$ cat config.mk
export PLATFORM = sky130hd
export DESIGN_NAME = alu_op_decoder
export DESIGN_NICKNAME = d
export VERILOG_FILES = /design/src/rtl/alu_op_decoder.sv
export SDC_FILE = /design/constraint.sdc
export NUM_CORES = 1
export LEC_CHECK = 0
export CAP_MARGIN = 20
export CORE_MARGIN = 10
export CORE_UTILIZATION = 39
export DETAILED_ROUTE_END_ITERATION = 10
export GPL_TIMING_DRIVEN = 0
export PLACE_DENSITY_LB_ADDON = 0.1
export SYNTH_ARGS = -nofsm -noshare
export SYNTH_HDL_FRONTEND = slang
export SYNTH_SLANG_ARGS = --single-unit
$ cat constraint.sdc
create_clock -name clk -period 1.8 [get_ports clk]
set_input_delay 0.36 -clock clk [delete_from_list [all_inputs] [get_ports clk]]
set_output_delay 0.36 -clock clk [all_outputs]
set_load 0.02 [all_outputs]
$ cat src/rtl/alu_op_decoder.sv
// Registered RV32I ALU-op decode stage (OP, OP-IMM, LUI, AUIPC) with a 2-entry skid buffer.
// Optional: define ALU_OP_DECODER_COUNT_EN to add the decode_count port and counter.
module alu_op_decoder #(
  parameter int unsigned N = 32
) (
  input  logic          clk,
  input  logic          rst_n,
  input  logic          in_valid,
  output logic          in_ready,
  input  logic [31:0]   instr,
  input  logic [N-1:0]  pc,
  output logic          out_valid,
  input  logic          out_ready,
  output logic [3:0]    alu_control,
  output logic [1:0]    slt_mode,
  output logic [1:0]    src_a_sel,
  output logic          src_b_sel,
  output logic [N-1:0]  imm,
  output logic [4:0]    rs1,
  output logic [4:0]    rs2,
  output logic [4:0]    rd,
  output logic [N-1:0]  pc_out,
  output logic          reg_write,
  output logic          illegal
`ifdef ALU_OP_DECODER_COUNT_EN
  ,
  output logic [15:0]   decode_count
`endif
);

  typedef enum logic [3:0] {
    ALU_NONE = 4'd0,
    ALU_AND  = 4'd1,
    ALU_OR   = 4'd2,
    ALU_XOR  = 4'd3,
    ALU_SLL  = 4'd5,
    ALU_SRL  = 4'd6,
    ALU_SRA  = 4'd7,
    ALU_ADD  = 4'd8,
    ALU_SUB  = 4'd12
  } alu_control_t;

  typedef enum logic [1:0] {EMPTY, ONE, TWO} state_t;

  typedef struct packed {
    alu_control_t alu_control;
    logic [1:0]   slt_mode;
    logic [1:0]   src_a_sel;
    logic         src_b_sel;
    logic [N-1:0] imm;
    logic [4:0]   rs1;
    logic [4:0]   rs2;
    logic [4:0]   rd;
    logic [N-1:0] pc_out;
    logic         reg_write;
    logic         illegal;
  } dec_t;

  localparam logic [6:0] OPC_OP     = 7'b0110011;
  localparam logic [6:0] OPC_OP_IMM = 7'b0010011;
  localparam logic [6:0] OPC_LUI    = 7'b0110111;
  localparam logic [6:0] OPC_AUIPC  = 7'b0010111;

  state_t       state, state_nxt;
  dec_t         dec, out_q, skid_q;
  logic         legal;
  logic         f7_zero, f7_alt;
  logic [31:0]  u32;
  logic [N-1:0] imm_i, imm_u, imm_sh;
  logic         accept, drain;
  logic         load_out_dec, load_out_skid, load_skid;

  assign f7_zero = (instr[31:25] == 7'h00);
  assign f7_alt  = (instr[31:25] == 7'h20);
  assign u32     = {instr[31:12], 12'b0};
  assign imm_i   = N'($signed(instr[31:20]));
  assign imm_u   = N'($signed(u32));
  assign imm_sh  = N'(instr[24:20]);

  always_comb begin
    dec        = '0;
    legal      = 1'b1;
    dec.rs1    = instr[19:15];
    dec.rs2    = instr[24:20];
    dec.rd     = instr[11:7];
    dec.pc_out = pc;
    case (instr[6:0])
      OPC_OP: begin
        dec.reg_write = 1'b1;
        legal         = f7_zero;
        case (instr[14:12])
          3'b000: begin
            dec.alu_control = f7_alt ? ALU_SUB : ALU_ADD;
            legal           = f7_zero | f7_alt;
          end
          3'b001: dec.alu_control = ALU_SLL;
          3'b010: begin dec.alu_control = ALU_SUB; dec.slt_mode = 2'd1; end
          3'b011: begin dec.alu_control = ALU_SUB; dec.slt_mode = 2'd2; end
          3'b100: dec.alu_control = ALU_XOR;
          3'b101: begin
            dec.alu_control = f7_alt ? ALU_SRA : ALU_SRL;
            legal           = f7_zero | f7_alt;
          end
          3'b110: dec.alu_control = ALU_OR;
          default: dec.alu_control = ALU_AND;
        endcase
      end
      OPC_OP_IMM: begin
        dec.reg_write = 1'b1;
        dec.src_b_sel = 1'b1;
        dec.imm       = imm_i;
        case (instr[14:12])
          3'b000: dec.alu_control = ALU_ADD;
          3'b001: begin
            dec.alu_control = ALU_SLL;
            dec.imm         = imm_sh;
            legal           = f7_zero;
          end
          3'b010: begin dec.alu_control = ALU_SUB; dec.slt_mode = 2'd1; end
          3'b011: begin dec.alu_control = ALU_SUB; dec.slt_mode = 2'd2; end
          3'b100: dec.alu_control = ALU_XOR;
          3'b101: begin
            dec.alu_control = f7_alt ? ALU_SRA : ALU_SRL;
            dec.imm         = imm_sh;
            legal           = f7_zero | f7_alt;
          end
          3'b110: dec.alu_control = ALU_OR;
          default: dec.alu_control = ALU_AND;
        endcase
      end
      OPC_LUI: begin
        dec.alu_control = ALU_ADD;
        dec.src_a_sel   = 2'd2;
        dec.src_b_sel   = 1'b1;
        dec.imm         = imm_u;
        dec.reg_write   = 1'b1;
      end
      OPC_AUIPC: begin
        dec.alu_control = ALU_ADD;
        dec.src_a_sel   = 2'd1;
        dec.src_b_sel   = 1'b1;
        dec.imm         = imm_u;
        dec.reg_write   = 1'b1;
      end
      default: legal = 1'b0;
    endcase
    // Register indices and pc survive an illegal decode; everything else is cleared.
    if (!legal) begin
      dec.alu_control = ALU_NONE;
      dec.slt_mode    = 2'd0;
      dec.src_a_sel   = 2'd0;
      dec.src_b_sel   = 1'b0;
      dec.imm         = '0;
      dec.reg_write   = 1'b0;
      dec.illegal     = 1'b1;
    end
  end

  assign in_ready  = (state != TWO);
  assign out_valid = (state != EMPTY);
  assign accept    = in_valid & in_ready;
  assign drain     = out_valid & out_ready;

  always_comb begin
    state_nxt     = state;
    load_out_dec  = 1'b0;
    load_out_skid = 1'b0;
    load_skid     = 1'b0;
    case (state)
      EMPTY: if (accept) begin
        state_nxt    = ONE;
        load_out_dec = 1'b1;
      end
      ONE: begin
        if (accept && drain) begin
          load_out_dec = 1'b1;
        end else if (accept) begin
          state_nxt = TWO;
          load_skid = 1'b1;
        end else if (drain) begin
          state_nxt = EMPTY;
        end
      end
      default: if (drain) begin
        state_nxt     = ONE;
        load_out_skid = 1'b1;
      end
    endcase
  end

  always_ff @(posedge clk or negedge rst_n) begin
    if (!rst_n) begin
      state  <= EMPTY;
      out_q  <= '0;
      skid_q <= '0;
    end else begin
      state <= state_nxt;
      if (load_out_dec)       out_q <= dec;
      else if (load_out_skid) out_q <= skid_q;
      if (load_skid)          skid_q <= dec;
    end
  end

`ifdef ALU_OP_DECODER_COUNT_EN
  always_ff @(posedge clk or negedge rst_n) begin
    if (!rst_n)                     decode_count <= '0;
    else if (drain && !out_q.illegal) decode_count <= decode_count + 16'd1;
  end
`endif

  assign alu_control = out_q.alu_control;
  assign slt_mode    = out_q.slt_mode;
  assign src_a_sel   = out_q.src_a_sel;
  assign src_b_sel   = out_q.src_b_sel;
  assign imm         = out_q.imm;
  assign rs1         = out_q.rs1;
  assign rs2         = out_q.rs2;
  assign rd          = out_q.rd;
  assign pc_out      = out_q.pc_out;
  assign reg_write   = out_q.reg_write;
  assign illegal     = out_q.illegal;

endmodule

==> metrics.cfg <==
[power]
irDropWorstVdd_mv = 0.5850
cellPowerDensity_nw_per_um2 = 1284
p_leak_uw = 0.005473

[timing]
finClkSkew_ns = 0.01153
rsz0062_at_grt = false
period_share_pct = 97.62
tightest_slew_ns = 0.6607
finalWorstPathRequiredPeriod_ns = 1.757
slew_viol_final = 0
final.setup.worst_slack_ns = 0.04286
max_slew_margin_pct = 55.95
setup_tns_ns = 0
hold_violations = 0
setup_violations = 0
max_freq_mhz = 569.1

[die]
die_h_um = 161.0
die_area_um2 = 25910
die_w_um = 161.0
io_pins = 160
floorplan.initialDensity_pct = 39.69
core_area_um2 = 19530
rows = 51

[min_path]
min_to = skid_q[59]$_DFFE_PN0P_
hp-start = instr[30]
hold_path_class = in2reg
hold_path_depth = 3

[setup_path]
r2r_end = skid_q[88]$_DFFE_PN0P_
crit_family = buffers and inverters
slowest_delay_ns = 0.61
path_max_fanout = 2
cp.buffers_inverters = 1
rrSetupSlack_ns = 0.11
path_cells = clkdlybuf4s50_1
end_kind = output pin
ff2ff_path_depth = 6
timing.rr.start = state[0]$_DFFE_PN0P_
slowest_stage = clkdlybuf4s50_1
required_ns = 1.44
cp-start-kind = flip-flop
path_class = reg2out
arrival_ns = 1.40

[synthesis]
synth_top_area_cell = dfrtp_1
synth_top_cell_area_share_pct = 58.77
async_flop_share_pct = 100.0
synth_seq_cells = 182
synth_edf_count = 0
ys_warn_count = 0
netlist_top_cells_area = dfrtp_1 59%, nand2_1 19%, a22oi_1 5.0%
synth_flop_cell = dfrtp_1
syn-cell-area_um2 = 7750
yosysSeqAreaShare_pct = 58.77
synth.distinct_cells = 48
syn_inst = 855
syn_avg_cell_area_um2 = 9.064
synth_nets = 923

[placement]
dpl_cell_area_um2 = 9656
gp_congestion = 0.8474
port_buffers = 154
dpl_worst_slack_ns = -0.9333
dp.final_hpwl_um = 16850

[drt]
via_count = 6734
wire_per_inst_um = 18.36
drt.antenna.violating_nets = 0
drt_iter0_markers = 452
via_per_inst = 5.117
first_pass_iters = 5
drc_errors = 0
drt_wl_total_um = 24170

[clocking]
root_buffer = clkbuf_16
clock_path_buffers = 2
clk_pin_slew_worst_paths_ns = 0.07
tritoncts = built
clock_sinks = 182
cts_buffers = 17
htree_levels = 4
clk_latency_ns = 0.44

[run]
cap_violations = 0

[cells_and_area]
antenna_cells = 0
final_cell_mix = 382 x nand2_1, 181 x dfrtp_1, 73 x clkdlybuf4s50_1
syn_to_final_growth_pct = 36.52
finalInstanceArea_um2 = 10580
fillers = 1847
multi_input_area_um2 = 3028
regArea_um2 = 4556
final_nets = 1106
layout-drive-gt1-share_pct = 11.32
final_common_cell = nand2_1

[global_route]
grt_max_degree = 99
grt_util_all_layers_pct = 18.17
grt_antenna_before_repair = 0
grt_overflow_total = 0
grt_pass1_wl_um = 37980
grt_pass1_vias = 6831

[status]
status = complete, no violations

[through the flow]
| stage | instances | hold slack (ns) | utilization [%] | total power (µW) |
|---|---|---|---|---|
| CTS | 1312 | 0.2255 | 53.01 | 13710 |
| global route | 1316 | 0.2596 | 54.18 | 14360 |
| finish | 1316 | 0.2356 | 54.18 | 13580 |
| global placement | 1274 | 0.4500 | 49.28 | 10040 |
| floorplan | 855 | 0.06441 | - | 8028 |
| detailed placement | 1275 | 0.4142 | 49.45 | 10110 |
[cells in the mapped netlist (2+ instances only)]
library cell    n
dfrtp_1       182
nand2_1       382
nand3_1        14
o21ai_0        13
and3_1          8
clkbuf_8        2
inv_1           3
mux2i_1         2
a21oi_1        37
a22oi_1        52
clkbuf_1       39
nand3_2         2
nor2_1         31
buf_2          13
a32oi_1        19
buf_1           3
nor2_2          3
o21ai_1         7
a31oi_1        11
nand2b_1        2
nor3_1          2
a21oi_2         2
[report_power, final]
| part | leakage [µW] | internal (µW) | switching [µW] |
|---|---|---|---|
| Sequential | 0.00228 | 5260 | 646 |
| Combinational | 0.00291 | 1690 | 2310 |
| Clock | 0.000287 | 1880 | 1790 |
| Total | 0.00547 | 8830 | 4750 |
[kinds of logic (layout without fill, tap and decap cells)]
kind of cell | count (synthesis) | after routing | share of synthesized area [%]
flip-flops | 182 | 182 | 58.77
AO/OA/AOI/OAI | 151 | 151 | 13.35
multiplexers | 3 | 3 | 0.4036
buffers and inverters | 61 | 257 | 3.471
AND/OR/NAND/NOR | 458 | 458 | 24.01
[layer usage]
layer	GRT usage [%]	vias to the layer above	routed length, µm
met4	4.342	0	323
li1	-	3234	-
met1	24.62	3275	11110
met5	0	-	0
met2	28.53	205	11390
met3	4.576	20	1344
[layout make-up]
class                           instances  area share, %
Sequential cell                       182          43.06
Multi-Input combinational cell        612          28.62
Timing Repair Buffer                  165          16.60
Clock buffer                           18          4.151
Tap cell                              265          3.134
Buffer                                 57          2.992
Clock inverter                         14          1.336
Inverter                                3         0.1064
[state kept, by name (all words and copies together) (netlist names)]
register	cells
skid_q	90
imm	32
pc_out	32
rd	5
rs1	5
rs2	5
alu_control	4
slt_mode	2
src_a_sel	2
state	2
illegal	1
reg_write	1
src_b_sel	1
[timing repair]
action                                 in CTS  in global routing
setup endpoints to repair                 208                196
pin swaps                                   3                  8
endpoints found under the hold margin      84                  0
resized for setup                          74                 94
cloned                                      0                  1
hold buffers                                1                  0
setup buffers                               5                  3
[worst max-delay path by stage]
stage	start	endpoint	slack, ns	cells after the start
3_5_place_dp	in_valid	skid_q[43]$_DFFE_PN0P_	-0.93	7
6_report	imm[6]$_DFFE_PN0P_	imm[6]	0.04	1
5_1_grt	state[0]$_DFFE_PN0P_	skid_q[84]$_DFFE_PN0P_	0.0008	6
3_3_place_gp	rst_n	pc_out[2]$_DFFE_PN0P_	-7.64	1
4_1_cts	instr[6]	imm[8]$_DFFE_PN0P_	0.0004	7
2_1_floorplan	instr[12]	imm[24]$_DFFE_PN0P_	0.15	7
Power figures use the tool's default switching activity.
